## src/rtl/uninasoc_irq_arbiter.sv

```systemverilog
// uninasoc_irq_arbiter
//   Scalable interrupt aggregator for the RVM socket core. Each of NUM_IRQ
//   sources is synchronised, latched by an edge- or level-type gateway,
//   masked, and fixed-priority arbitrated (ID 1 highest). The single request
//   line is serviced with a claim/complete handshake, one ID at a time.
//
//   Handshake: irq_o=1 means claim_id_o holds a valid offer. A one-cycle
//   claim_i while irq_o=1 accepts exactly the ID shown on claim_id_o in that
//   cycle. The ID stays on claim_id_o until a one-cycle complete_i arrives
//   with complete_id_i equal to it. Strobes arriving in any other state are
//   ignored.
//
// Ports
//   clock_i        system clock
//   reset_i        synchronous, active-high reset
//   irq_src_i      raw sources, bit i = ID i+1
//   irq_enable_i   per-source enable, already on clock_i
//   irq_o          interrupt request to the core
//   claim_i        claim strobe
//   claim_id_o     offered / in-service ID, 0 = none
//   complete_i     completion strobe
//   complete_id_i  ID being completed
//   pending_o      pending bits (status)

module uninasoc_irq_arbiter #(
  parameter int                 NUM_IRQ     = 3,
  parameter logic [NUM_IRQ-1:0] EDGE_MASK   = '0,
  parameter int                 SYNC_STAGES = 2,
  parameter int                 ID_W        = $clog2(NUM_IRQ + 1)
) (
  input  logic               clock_i,
  input  logic               reset_i,
  input  logic [NUM_IRQ-1:0] irq_src_i,
  input  logic [NUM_IRQ-1:0] irq_enable_i,
  output logic               irq_o,
  input  logic               claim_i,
  output logic [ID_W-1:0]    claim_id_o,
  input  logic               complete_i,
  input  logic [ID_W-1:0]    complete_id_i,
  output logic [NUM_IRQ-1:0] pending_o
);

  typedef enum logic [1:0] {
    IDLE    = 2'd0,
    NOTIFY  = 2'd1,
    SERVICE = 2'd2
  } state_t;

  state_t             r_state, w_state_next;
  logic               r_irq, w_irq_next;
  logic [ID_W-1:0]    r_claim_id, w_claim_id_next;
  logic [NUM_IRQ-1:0] r_pending, r_prev;
  logic [NUM_IRQ-1:0] w_sync, w_set, w_clr, w_id_match, w_cand;
  logic [ID_W-1:0]    w_win_id;
  logic               w_claim_acc, w_in_service;

  // Synchroniser chain; bypassed when the sources already live on clock_i.
  generate
    if (SYNC_STAGES == 0) begin : g_bypass
      assign w_sync = irq_src_i;
    end else begin : g_sync
      logic [NUM_IRQ-1:0] r_sync [SYNC_STAGES];
      always_ff @(posedge clock_i) begin
        if (reset_i) begin
          for (int k = 0; k < SYNC_STAGES; k++) r_sync[k] <= '0;
        end else begin
          r_sync[0] <= irq_src_i;
          for (int k = 1; k < SYNC_STAGES; k++) r_sync[k] <= r_sync[k-1];
        end
      end
      assign w_sync = r_sync[SYNC_STAGES-1];
    end
  endgenerate

  assign w_claim_acc  = (r_state == NOTIFY) && claim_i;
  // The claim-accept cycle already counts as "in service", so a level source
  // that is still high cannot immediately re-set the bit being cleared.
  assign w_in_service = (r_state == SERVICE) || w_claim_acc;

  always_comb begin
    w_id_match = '0;
    w_set      = '0;
    w_clr      = '0;
    for (int i = 0; i < NUM_IRQ; i++) begin
      w_id_match[i] = (r_claim_id == ID_W'(i + 1));
      if (EDGE_MASK[i]) w_set[i] = w_sync[i] & ~r_prev[i];
      else              w_set[i] = w_sync[i] & ~(w_in_service & w_id_match[i]);
      w_clr[i] = w_claim_acc & w_id_match[i];
    end
  end

  // Set has priority over clear when both happen in the same cycle.
  always_ff @(posedge clock_i) begin
    if (reset_i) begin
      r_prev    <= '0;
      r_pending <= '0;
    end else begin
      r_prev    <= w_sync;
      r_pending <= (r_pending & ~w_clr) | w_set;
    end
  end

  assign w_cand = r_pending & irq_enable_i;

  // Lowest set index wins; scanning downwards leaves the lowest one last.
  always_comb begin
    w_win_id = '0;
    for (int i = NUM_IRQ - 1; i >= 0; i--) begin
      if (w_cand[i]) w_win_id = ID_W'(i + 1);
    end
  end

  always_ff @(posedge clock_i) begin
    if (reset_i) begin
      r_state    <= IDLE;
      r_irq      <= 1'b0;
      r_claim_id <= '0;
    end else begin
      r_state    <= w_state_next;
      r_irq      <= w_irq_next;
      r_claim_id <= w_claim_id_next;
    end
  end

  always_comb begin
    w_state_next    = r_state;
    w_irq_next      = r_irq;
    w_claim_id_next = r_claim_id;
    case (r_state)
      IDLE: begin
        w_irq_next      = 1'b0;
        w_claim_id_next = '0;
        if (|w_cand) begin
          w_state_next    = NOTIFY;
          w_irq_next      = 1'b1;
          w_claim_id_next = w_win_id;
        end
      end
      NOTIFY: begin
        if (claim_i) begin
          // Accept whatever is currently shown; the ID stays on the output.
          w_state_next = SERVICE;
          w_irq_next   = 1'b0;
        end else if (!(|w_cand)) begin
          w_state_next    = IDLE;
          w_irq_next      = 1'b0;
          w_claim_id_next = '0;
        end else begin
          // Re-offer each cycle so a higher priority or a disable preempts.
          w_irq_next      = 1'b1;
          w_claim_id_next = w_win_id;
        end
      end
      SERVICE: begin
        w_irq_next = 1'b0;
        if (complete_i && (complete_id_i != '0) && (complete_id_i == r_claim_id)) begin
          w_state_next    = IDLE;
          w_claim_id_next = '0;
        end
      end
      default: begin
        w_state_next    = IDLE;
        w_irq_next      = 1'b0;
        w_claim_id_next = '0;
      end
    endcase
  end

  assign irq_o      = r_irq;
  assign claim_id_o = r_claim_id;
  assign pending_o  = r_pending;

endmodule

```

## config.mk

```make
export PLATFORM = sky130hd
export DESIGN_NAME = uninasoc_irq_arbiter
export DESIGN_NICKNAME = d
export VERILOG_FILES = /design/src/rtl/uninasoc_irq_arbiter.sv
export SDC_FILE = /design/constraint.sdc
export NUM_CORES = 1
export LEC_CHECK = 0
export ABC_AREA = 1
export CAP_MARGIN = 20
export CORE_MARGIN = 3
export CORE_UTILIZATION = 35
export DETAILED_ROUTE_END_ITERATION = 10
export GPL_TIMING_DRIVEN = 1
export SLEW_MARGIN = 40
export SYNTH_ARGS = -nofsm -noshare
export SYNTH_HDL_FRONTEND = slang
export SYNTH_SLANG_ARGS = --single-unit
```

## constraint.sdc

```tcl
create_clock -name clock_i -period 3.1 [get_ports clock_i]
set_input_delay 0.62 -clock clock_i [delete_from_list [all_inputs] [get_ports clock_i]]
set_output_delay 0.62 -clock clock_i [all_outputs]
set_load 0.05 [all_outputs]
```

==> run metrics <==
run status=finished, final reports clean; pin count of the biggest net entering global routing=12; most common cell after layout, fill and taps aside=sky130_fd_sc_hd__nand2_1; total congestion overflow after global routing=0; number of port buffers=17; dominant combinational cell family by area after synthesis=simple AND/OR/NAND/NOR gates; antenna diode count=0; DRC violation total after the first TritonRoute iteration=10; number of buffers added by the clock tree synthesis step=3; Clk Latency, worst-skew pair=roughly 0.27 ns; VDD IR-drop max=0.250 mV; crit share post-route=70.9%; row count=14; GRT Total Usage=about an eighth; Tightest Pin Transition=between 0.4 and 0.5 ns; Die Height=roughly 47 µm; pwr dens=~490 nW/µm²; cell breakdown of the critical path=clkdlybuf4s50_1; RSZ-0062 raised after global routing=no; maximum operating frequency=roughly 0.45 GHz; Crit path max-delay family=buffers and inverters; element type at the critical path end=output port; setup tns final=0 ns; adder-cell share of the synthesized area=0%; number of global-route vias before repair=between 400 and 500; most frequent cells in the layout=sky130_fd_sc_hd__nand2_1, sky130_fd_sc_hd__clkdlybuf4s50_1, sky130_fd_sc_hd__dfxtp_1; first-pass GRT wire length=1940 µm; number of nets in the final layout=~110; post-synthesis xor/xnor area fraction=0%; multiplexer share of the synthesized area=0%; simple logic cell fraction of the synthesized area=28.9%; highest cell delay on the worst timing path=roughly 0.85 ns; number of H-tree branching levels=1; post-synthesis cell area=between 500 and 600 µm²; Seq/Total Area, Yosys=48.4%; I/O pin count=18; routed vias/inst=between 4 and 5; slowest stage cell, crit path=sky130_fd_sc_hd__clkdlybuf4s50_1; Detailed Route WL=roughly 1200 µm; Avg Cell Area, Syn=7.15 µm²; Finish-stage setup viols=0; crit start category=flop; Worst slew margin=between 60% and 70%; number of maximum-capacitance violations=0; TritonCTS clock tree=done; post-cts sizing count=0; Detail Route Antenna Nets=0; die width=between 40 and 50 µm; setup repair bufs after CTS=0; count of final max-slew check failures=0; type of the setup path with the least slack=flop to output port; clock-pin slew on the worst setup and hold paths=~0.08 ns; proportion of layout cells with a drive suffix above 1=approximately an eighth; number of vias after detailed routing=approximately 560; classification of the worst-slack hold path=flop to flop; overall power of the completed layout=between 0.3 and 0.4 mW; post-synthesis instance total=81; post-synthesis net count=a little over 90; compound-gate portion of the synthesized area=between 10% and 20%; required time at the worst-slack endpoint=around 2.5 ns; CTS root buf=sky130_fd_sc_hd__clkbuf_4; routed len/inst=10.0 µm; setup clock skew after layout=0.00227 ns; GP Congestion=about 0.78; half-perimeter wire length after placement=just over 900 µm; FF+latch count, synth=14; number of antenna violations at the first check in global routing=0; endpoint arrival time on the critical path=approximately 1.6 ns; hold buffer count at CTS=0; P_leak=0.347 nW; count of synthesis-stage warnings from yosys=0; initial standard-cell utilization of the core=between 30% and 40%; minimum period implied by the final worst setup slack=~2.2 ns; number of different library cells in the post-synthesis netlist=14; placeable core region=approximately 1500 µm²; Layout Area Growth over Synthesis=38.4%; maximum fanout count along the critical path=7; CTS Buffer Depth=2; worst path buffer plus inverter count=1; die area=2180 µm²; number of sinks on the clock net=14; hold violation count in the final report=0; Layout fillers=~160; DRC viols=0; DR pass1 iterations=4
-- area by class of cell --
| cell class | count | area [µm²] | area share (%) |
|---|---|---|---|
| Tap cell | 16 | 20.0 | 2.50 |
| Inverter | 13 | 48.8 | 6.08 |
| Clock buffer | 4 | 36.3 | 4.52 |
| Multi-Input combinational cell | 53 | 246 | 30.7 |
| Timing Repair Buffer | 17 | 170 | 21.2 |
| Sequential cell | 14 | 280 | 34.9 |
-- cell families after synthesis --
group | after synthesis
AND/OR/NAND/NOR | 39
buffers and inverters | 14
flip-flops | 14
AO/OA/AOI/OAI | 14
-- per-stage QoR --
stage | hold slack, ns | instance area, µm² | setup WS (ns) | utilization [%] | instances
floorplan | 0.388 | 579 | 1.71 | - | 81
global placement | 0.390 | 766 | 1.21 | 50.2 | 113
detailed placement | 0.398 | 766 | 1.20 | 50.2 | 113
CTS | 0.410 | 802 | 0.882 | 52.6 | 117
global route | 0.422 | 802 | 0.824 | 52.6 | 117
finish | 0.404 | 802 | 0.901 | 52.6 | 117
-- report_power, final --
group / total, mW / internal [mW] / switching [mW]
Sequential: 0.196 / 0.189 / 0.00737
Combinational: 0.0697 / 0.0305 / 0.0393
Clock: 0.128 / 0.0713 / 0.0568
Total: 0.394 / 0.291 / 0.103
-- synthesized netlist by cell type --
| cell type | number | share of area (%) |
|---|---|---|
| sky130_fd_sc_hd__a211oi_1 | 2 | 2.6 |
| sky130_fd_sc_hd__a21oi_1 | 7 | 6.0 |
| sky130_fd_sc_hd__clkbuf_1 | 1 | 0.65 |
| sky130_fd_sc_hd__dfxtp_1 | 14 | 48 |
| sky130_fd_sc_hd__inv_1 | 10 | 6.5 |
| sky130_fd_sc_hd__inv_2 | 3 | 1.9 |
| sky130_fd_sc_hd__nand2_1 | 19 | 12 |
| sky130_fd_sc_hd__nand2_2 | 1 | 1.1 |
| sky130_fd_sc_hd__nand3_1 | 6 | 5.2 |
| sky130_fd_sc_hd__nand3_2 | 1 | 1.7 |
| sky130_fd_sc_hd__nor2_1 | 10 | 6.5 |
| sky130_fd_sc_hd__nor2_2 | 2 | 2.2 |
| sky130_fd_sc_hd__o21ai_0 | 4 | 3.5 |
| sky130_fd_sc_hd__o21ai_2 | 1 | 1.5 |
-- routing by layer --
metal,up-vias,wire (µm),global-route usage [%]
met3,2,92,2.73
met1,243,533,16.2
met4,0,13,8.29
li1,296,-,-
met2,18,533,20.1
met5,-,0,0
-- flip-flops by register name (all words and copies together) (netlist names) --
signal / flops
claim_id_o: 2
g_sync.r_sync: 6
irq_o: 1
pending_o: 3
r_state: 2
-- worst paths after layout --
check	from	slack, ns	end	cells past startpoint
worst max-delay path	claim_id_o[0]	0.90	claim_id_o[0]	1
worst min-delay path	g_sync.r_sync[0][0]	0.40	g_sync.r_sync[0][3]	2
worst max register to register	claim_id_o[0]	1.90	claim_id_o[1]	7
worst min register to register	g_sync.r_sync[0][0]	0.40	g_sync.r_sync[0][3]	2
-- worst min-delay path: cells and delay by family, from the launching register on --
kind                   cells  cell delay (ns)
AND/OR/NAND/NOR            1             0.03
buffers and inverters      1             0.04
flip-flops                 1             0.30
(Power assumes the default switching activity.)
